## src/rtl/rx_phase_sync_pkg.sv

```systemverilog
// rx_phase_sync_pkg: shared RX datapath defaults, FSM encoding and log2 helper
package rx_phase_sync_pkg;

    function automatic int log2(input int v);
        int r = 0;
        for (int i = 0; i < 31; i++)
            if ((1 << i) < v)
                r = i + 1;
        return r;
    endfunction

    localparam int DEF_NB        = 8;
    localparam int DEF_OS        = 4;
    localparam int DEF_NB_PH     = log2(DEF_OS);
    localparam int DEF_LOG2_NSYM = 9;

    typedef enum logic [1:0] {
        IDLE  = 2'd0,
        ACQ   = 2'd1,
        TRACK = 2'd2
    } state_t;

endpackage

```

## src/rtl/phase_energy_acc.sv

```systemverilog
// phase_energy_acc: |sample| energy accumulated per oversampling phase
module phase_energy_acc
    import rx_phase_sync_pkg::*;
#(
    parameter int NB     = DEF_NB,
    parameter int OS     = DEF_OS,
    parameter int NB_PH  = DEF_NB_PH,
    parameter int NB_ACC = DEF_NB + DEF_LOG2_NSYM
) (
    input  logic                         clock,
    input  logic                         reset,
    input  logic signed [NB-1:0]         sample,
    input  logic        [NB_PH-1:0]      phase,
    input  logic                         enable,
    input  logic                         reload,
    output logic [OS-1:0][NB_ACC-1:0]    acc
);

    logic [NB-1:0]     mag;
    logic [NB_ACC-1:0] energy;

    // Unsigned NB-bit magnitude: the most negative code maps to 2^(NB-1) exactly
    assign mag    = sample[NB-1] ? NB'(-sample) : NB'(sample);
    assign energy = NB_ACC'(mag);

    always_ff @(posedge clock or posedge reset)
        if (reset)
            acc <= '0;
        else if (!enable)
            acc <= '0;
        else if (reload)
            acc <= {{((OS - 1) * NB_ACC){1'b0}}, energy};
        else
            acc[phase] <= acc[phase] + energy;

endmodule

```

## src/rtl/rx_phase_sync.sv

```systemverilog
// rx_phase_sync: picks the strongest oversampling phase per window and emits
// one hard-decision bit per symbol at that phase
module rx_phase_sync
    import rx_phase_sync_pkg::*;
#(
    parameter int NB        = DEF_NB,
    parameter int OS        = DEF_OS,
    parameter int NB_PH     = DEF_NB_PH,
    parameter int LOG2_NSYM = DEF_LOG2_NSYM,
    parameter int NB_ACC    = NB + LOG2_NSYM
) (
    input  logic                  clock,
    input  logic                  reset,
    input  logic                  i_enable,
    input  logic                  i_valid,
    input  logic signed [NB-1:0]  i_sample,
    output logic [NB_PH-1:0]      o_offset,
    output logic                  o_locked,
    output logic signed [NB-1:0]  o_sample,
    output logic                  o_bit,
    output logic                  o_bit_valid
);

    state_t                    state;
    logic [NB_PH-1:0]          ph;
    logic [NB_PH-1:0]          cur_ph;
    logic [NB_PH-1:0]          best;
    logic [NB_PH-1:0]          new_off;
    logic [LOG2_NSYM-1:0]      sym;
    logic [OS-1:0][NB_ACC-1:0] acc;
    logic [NB_ACC-1:0]         max_val;
    logic                      run;
    logic                      win_end;
    logic                      fire;

    // The strobe cycle always carries phase 0, even if it arrives misaligned
    assign cur_ph  = i_valid ? '0 : ph;
    assign run     = i_enable && (state != IDLE || i_valid);
    assign win_end = i_enable && state != IDLE && i_valid && &sym;
    assign fire    = i_enable && state != IDLE && cur_ph == o_offset;
    assign new_off = acc[o_offset] == max_val ? o_offset : best;

    always_comb begin
        best    = '0;
        max_val = acc[0];
        for (int i = 1; i < OS; i++)
            if (acc[i] > max_val) begin
                best    = NB_PH'(i);
                max_val = acc[i];
            end
    end

    phase_energy_acc #(
        .NB     (NB),
        .OS     (OS),
        .NB_PH  (NB_PH),
        .NB_ACC (NB_ACC)
    ) u_acc (
        .clock  (clock),
        .reset  (reset),
        .sample (i_sample),
        .phase  (cur_ph),
        .enable (run),
        .reload (win_end),
        .acc    (acc)
    );

    always_ff @(posedge clock or posedge reset)
        if (reset) begin
            state       <= IDLE;
            ph          <= '0;
            sym         <= '0;
            o_offset    <= '0;
            o_locked    <= 1'b0;
            o_sample    <= '0;
            o_bit       <= 1'b0;
            o_bit_valid <= 1'b0;
        end else begin
            state       <= !i_enable ? IDLE : win_end ? TRACK : (state == IDLE && i_valid) ? ACQ : state;
            ph          <= run ? (i_valid ? NB_PH'(1) : ph + 1'b1) : '0;
            sym         <= (run && state != IDLE) ? sym + LOG2_NSYM'(i_valid) : '0;
            o_locked    <= i_enable && (o_locked || win_end);
            o_bit_valid <= fire;
            if (win_end)
                o_offset <= new_off;
            if (fire) begin
                o_sample <= i_sample;
                o_bit    <= i_sample[NB-1];
            end
        end

endmodule

```

## config.mk

```make
export PLATFORM = sky130hd
export DESIGN_NAME = rx_phase_sync
export DESIGN_NICKNAME = d
export VERILOG_FILES = /design/src/rtl/rx_phase_sync_pkg.sv /design/src/rtl/phase_energy_acc.sv /design/src/rtl/rx_phase_sync.sv
export SDC_FILE = /design/constraint.sdc
export NUM_CORES = 1
export LEC_CHECK = 0
export BUFFER_PORTS_ARGS = -buffer_cell sky130_fd_sc_hd__buf_2
export CORE_MARGIN = 2
export CORE_UTILIZATION = 56
export CTS_BUF_LIST = sky130_fd_sc_hd__clkbuf_4
export DETAILED_ROUTE_END_ITERATION = 10
export HOLD_SLACK_MARGIN = 0.03
export PLACE_DENSITY = 0.73
export SKIP_LAST_GASP = 1
export SLEW_MARGIN = 20
export SYNTH_ARGS = -nofsm -noshare
export SYNTH_HDL_FRONTEND = slang
export SYNTH_SLANG_ARGS = --single-unit
```

## constraint.sdc

```tcl
create_clock -name clock -period 9.5 [get_ports clock]
set_clock_uncertainty 0.1 [all_clocks]
set_input_delay 2.375 -clock clock [delete_from_list [all_inputs] [get_ports clock]]
set_output_delay 2.375 -clock clock [all_outputs]
set_load 0.02 [all_outputs]
```

=== Word level (Yosys, flattened, before mapping) ===
Cells that the tools add are included.
Widths: inputs -> output; s select.

* Multiplexer cells: 23
* Add/sub/neg operators: 4
* Equality and inequality tests: 3
* Reductions and logical operators: 15
* Bitwise gates (word level): 1
* $lt $le $gt $ge: 6

{| class="wikitable"
|+ Operators by type and width
! operator !! count
|-
| $mux 68 || 2
|-
| $mux 17 || 6
|-
| $bmux 17 s2 || 2
|-
| $bwmux 68 || 1
|-
| $gt 17x17->1 || 3
|-
| $demux 17 s2 || 1
|-
| $add 17x8->17 || 1
|-
| $eq 17x17->1 || 1
|-
| $mux 2 || 8
|-
| $add 9x1->9 || 1
|-
| $logic_and 1x1->1 || 9
|-
| $mux 9 || 1
|-
| $reduce_and 9->1 || 1
|-
| $mux 8 || 1
|-
| $neg 8->8 || 1
|-
| $lt 2x3->1 const B || 2
|-
| $ne 3x1->1 const B || 1
|-
| $add 2x1->2 const B || 1
|-
| $eq 2x2->1 || 1
|-
| $ge 2x1->1 const B || 1
|-
| $logic_not 2->1 || 1
|-
| $logic_or 1x1->1 || 2
|-
| $reduce_and 2->1 || 1
|-
| $reduce_bool 2->1 || 1
|-
| 2 further kinds || 2
|}

* Input port bits: 12
* Register bits after elaboration: 94
* Logic and storage cells: 64

=== Longest topological paths before layout ===
* Depth in word-level cells: 9
* Depth in mapped cells: 34
* Gate-level depth less buffers: 29

=== Modules after synthesis ===
A second synthesis with hierarchy kept.

* Cell total of the unflattened synthesis: 1089
* Area total of the unflattened synthesis: 9121.2 µm²

{| class="wikitable"
|+ By module, submodules not included
! module !! area an instance (µm²) !! seq. area each (µm²) !! instances !! cells each
|-
| rx_phase_sync || 5366.4 || 625.6 || 1 || 703
|-
| phase_energy_acc || 3754.9 || 1701.6 || 1 || 386
|}

=== Worst setup path after synthesis ===
OpenSTA, ideal clock, no wires.

* Path kind: register -> register
* From: register u_acc.acc[8] (netlist bit)
* To: register o_offset[0]
* Cell stages (with the launch flop): 32
* Data arrival time: 7.069 ns
* Library setup time: 0.125 ns
* Clock period less this slack: 7.293 ns
* Setup slack: 2.207 ns
* Cell sequence: dfrtp_1 inv_1 ha_1 and3_1 or4b_2 o211a_1 o21ai_1 nand2_1 o21ai_0 ha_1 a21o_1 a221o_1 a221oi_1 o21a_1 nor2_1 clkbuf_1 clkbuf_1 clkbuf_1 nor2_1 a21oi_1 ha_1 nand3_1 o21bai_1 a311oi_1 o31a_1 clkbuf_1 nor2_1 a221oi_1 o2111ai_1 a2111oi_2 a31oi_1 mux2_2

* Word-level cells in the longest chain between the ends: 9

{| class="wikitable"
|+ RTL lines
! element !! RTL line !! source
|-
| start, declared || phase_energy_acc.sv:16 || <nowiki>output logic [OS-1:0][NB_ACC-1:0] acc</nowiki>
|-
| start signal, assigned || phase_energy_acc.sv:32 || <nowiki>acc <= {{((OS - 1) * NB_ACC){1'b0}}, energy};</nowiki>
|-
| start signal, assigned by index || phase_energy_acc.sv:34 || <nowiki>acc[phase] <= acc[phase] + energy;</nowiki>
|-
| $gt 17x17->1 || rx_phase_sync.sv:47 || <nowiki>if (acc[i] > max_val) begin</nowiki>
|-
| $mux 17 || rx_phase_sync.sv:47 ||
|-
| $gt 17x17->1 || rx_phase_sync.sv:47 ||
|-
| $mux 17 || rx_phase_sync.sv:47 ||
|-
| $gt 17x17->1 || rx_phase_sync.sv:47 ||
|-
| $mux 17 || rx_phase_sync.sv:47 ||
|-
| $eq 17x17->1 || rx_phase_sync.sv:41 || <nowiki>assign new_off = acc[o_offset] == max_val ? o_offset : best;</nowiki>
|-
| $not 1->1 (no line) || -- ||
|-
| $reduce_and 2->1 (no line) || -- ||
|-
| end signal, assigned || rx_phase_sync.sv:85 || <nowiki>o_offset <= new_off;</nowiki>
|-
| end, declared || rx_phase_sync.sv:17 || <nowiki>output logic [NB_PH-1:0] o_offset,</nowiki>
|}

Several ways; a longest one is shown, not always the timed one. The select of a mux whose other input is x is not followed.
A chain may end at the register's enable or synchronous reset.

=== Worst setup path after layout ===
* From: register u_acc.acc[6] (netlist bit)
* To: register o_offset[0]

The elaborated chain is that of the path after synthesis.

==> impl_metrics.yaml <==
worst_setup_path:
  critPathMostFrequentCell: "ha_1"
  cp_num_buf_inv: 1
  critical_path.slowest_cell: "or4b_2"
  critPathMaxStageDelay_ns: 0.66
  path_class: "reg -> reg"
  critPathMaxFanout: 11
  arrival_ns: 9.22
  end_kind: "flop"
  path_delay_family: "compound AO/OA/AOI/OAI gates"
  required_ns: 9.81
  critical_path.startpoint_type: "flop"
global_route:
  overflow: 0
  track_usage_pct: 34.3
  grt_first_pass_wirelength_mm: 38.4
  grt_pass1_vias: 6836
  grt_max_degree: 56
  antenna_found_initial: 0
timing:
  slew_headroom_pct: 27.4
  period_minus_slack_ns: 8.92
  drv_slew: 0
  timing.hold.ws_ns: 0.398
  rsz0062_at_grt: "no"
  worst_slew_pin_slew_ns: 1.09
  finalHoldViolations: 0
  fmax_mhz: 112
  fin_crit_sh_pct: 93.9
  report.final.setup_viol: 0
  fin_setup_tns_ns: 0
clock_network:
  htreeDepth: 3
  cts.clk_slew.worst_paths_ns: 0.15
  clk_latency_ns: 0.50
  cts_tree: "yes"
  cts_buffers: 9
  clock-sinks: 93
  cts_max_path_buffers: 2
  cts_hold_buf: 0
  cts-root-buf: "clkbuf_4"
synth:
  yosysWarningCount: 0
  ys_ff_latch: 93
  syn_nets: 997
  synth_common_cells: "127 x nand2_1, 93 x dfrtp_1, 90 x nor2_1, 78 x a21oi_1, 62 x ha_1"
  synth_cell_types: 68
  synth_area_sq_um: 7690
  synthArstFlopShare_pct: 100
  ys_dominant_reg_cell: "dfrtp_1"
  ys_seq_area_share_pct: 30.3
  yosysTopAreaCellShare_pct: 30.3
  synth_area_leaders: "dfrtp_1 30%, ha_1 10%, nand2_1 6.2%"
  synth_top_area_cell: "dfrtp_1"
  synth-edff-count: 0
  yosys.cell_count.top_type: "nand2_1"
  synthCells: 922
  syn_avg_cell_area_sq_um: 8.34
floorplan:
  fp.dieW_microns: 121
  rows: 42
  die_h_microns: 121
  core_area_sq_um: 13300
  die_area_sq_um: 14700
  start_util_pct: 57.6
  io_pins: 25
detailed_routing:
  drtIter0Drc: 961
  post_drt_wl_per_cell_microns: 22.0
  highest_layer: "met4"
  wl_met2_mm: 10.6
  wl_met3_mm: 2.19
  viasPerCell: 6.61
  met1_length_mm: 10.8
  num_vias: 7254
  firstDrtPassIters: 6
  ant_nets: 0
  drc: 0
  wl_mm: 24.2
power_and_ir_drop:
  pwr_density_cell_nw_per_um2: 194
  irDropWorstVdd_uv: 99.4
  total_power_uw: 1570
  p_leak_uw: 0.00339
place:
  place_congestion: 1.04
  dp_hpwl_mm: 17.9
  portBuffers: 24
  dpl_cell_area_sq_um: 7950
job:
  cap_viol_max_count: 0
layout:
  area_growth_pct: 5.24
  n_fill_cell: 1238
  finalNetCount: 992
  fin_area_sq_um: 8090
  multi_input_area_sq_um: 5050
  antenna_cells: 0
  drive_gt1_share_pct: 9.33
  seqCellArea_sq_um: 2330
worst_hold_path:
  hold_class: "reg -> reg"
outcome:
  run_status: "completed"
==> per-layer routing <==
| layer | global-route usage [%] | vias up |
|---|---|---|
| met1 | 51.0 | 3433 |
| met2 | 50.1 | 390 |
| li1 | - | 3379 |
| met3 | 5.97 | 52 |
| met5 | 0 | - |
| met4 | 12.1 | 0 |
==> power by group <==
group	leakage [uW]	internal, uW	switching, uW
Sequential	0.00127	418	30.6
Clock	0.0000721	82.8	147
Combinational	0.00204	338	556
Total	0.00339	839	734
==> final cells by class <==
class / count / share of cell area, %
Multi-Input combinational cell: 739 / 62.4
Sequential cell: 93 / 28.8
Tap cell: 176 / 2.72
Timing Repair Buffer: 37 / 2.69
Inverter: 37 / 1.75
Clock buffer: 10 / 0.928
Clock inverter: 6 / 0.773
==> layout by cell type, fill, tap and decap left out, drive strengths merged, types with 9 or more instances in the layout <==
master,netlist,layout
nand2,127,127
dfrtp,93,93
nor2,90,90
a21oi,78,78
ha,62,62
xnor2,38,38
inv,37,38
buf,6,37
o21ai,35,35
a211oi,32,32
o22ai,24,24
nand3,20,20
mux4,16,16
xor2,15,15
nor3,14,14
mux2i,12,12
o21a,11,11
and3,10,10
clkbuf,47,10
nand2b,10,10
a21o,9,9
nand4,9,9
o221ai,9,9
==> state kept, by name, summed over array words and instances, names as in the netlist <==
| name | flops |
|---|---|
| u_acc.acc | 68 |
| o_locked | 1 |
| o_offset | 2 |
| o_sample | 8 |
| ph | 2 |
| state | 2 |
| o_bit_valid | 1 |
| sym | 9 |
==> cells by family after synthesis <==
logic type      share of synthesized area (%)
compound gates                           23.0
xor+xnor                                 6.04
fa+ha+maj                                10.3
buf+inv                                  4.54
flops                                    30.3
mux                                      6.69
simple gates                             19.2
==> worst reg2reg max path: stages, from the launching register on <==
cell and delay, ns:
dfrtp_1 0.47, inv_1 0.11, ha_1 0.31, and3_1 0.25
or4b_2 0.66, o211a_1 0.26, o21ai_1 0.42, nand2_1 0.38
o21ai_0 0.65, ha_1 0.39, a21oi_1 0.16, o21ai_0 0.10
a2111oi_0 0.63, o21ai_1 0.38, nand2_1 0.40, mux2_2 0.40
ha_1 0.29, nand4_1 0.13, a311oi_1 0.39, o31a_1 0.47
nor2_1 0.08, a221oi_1 0.37, o2111ai_1 0.19, a2111oi_2 0.36
a31oi_1 0.18, mux2_2 0.30
==> final timing paths <==
| check | endpoint | slack [ns] | cells after the start | startpoint |
|---|---|---|---|---|
| worst min-delay path | o_sample[6] | 0.40 | 2 | o_sample[6] |
| min in group asynchronous | o_sample[7] | 1.79 | 2 | reset |
| worst max register to register | o_offset[0] | 0.58 | 25 | u_acc.acc[6] |
| worst max-delay path | o_offset[0] | 0.58 | 25 | u_acc.acc[6] |
| max in group asynchronous | u_acc.acc[65] | 6.40 | 3 | reset |
| worst min register to register | o_sample[6] | 0.40 | 2 | o_sample[6] |
==> per-stage QoR <==
stage / instances / worst slack [ns] / utilization (%)
floorplan: 922 / 2.21 / -
global placement: 1082 / 0.882 / 59.5
detailed placement: 1082 / 0.869 / 59.5
CTS: 1098 / 0.814 / 60.6
global route: 1098 / 0.0869 / 60.6
finish: 1098 / 0.583 / 60.6
==> what timing repair did <==
| item | 4_1_cts | 5_1_grt |
|---|---|---|
| buffers inserted | 0 | 0 |
| endpoints found under the hold margin | 0 | 0 |
| endpoints found under the setup margin | 0 | 2 |
| gates resized for setup | 0 | 1 |
Note: power is estimated with default switching activity, not from simulation.
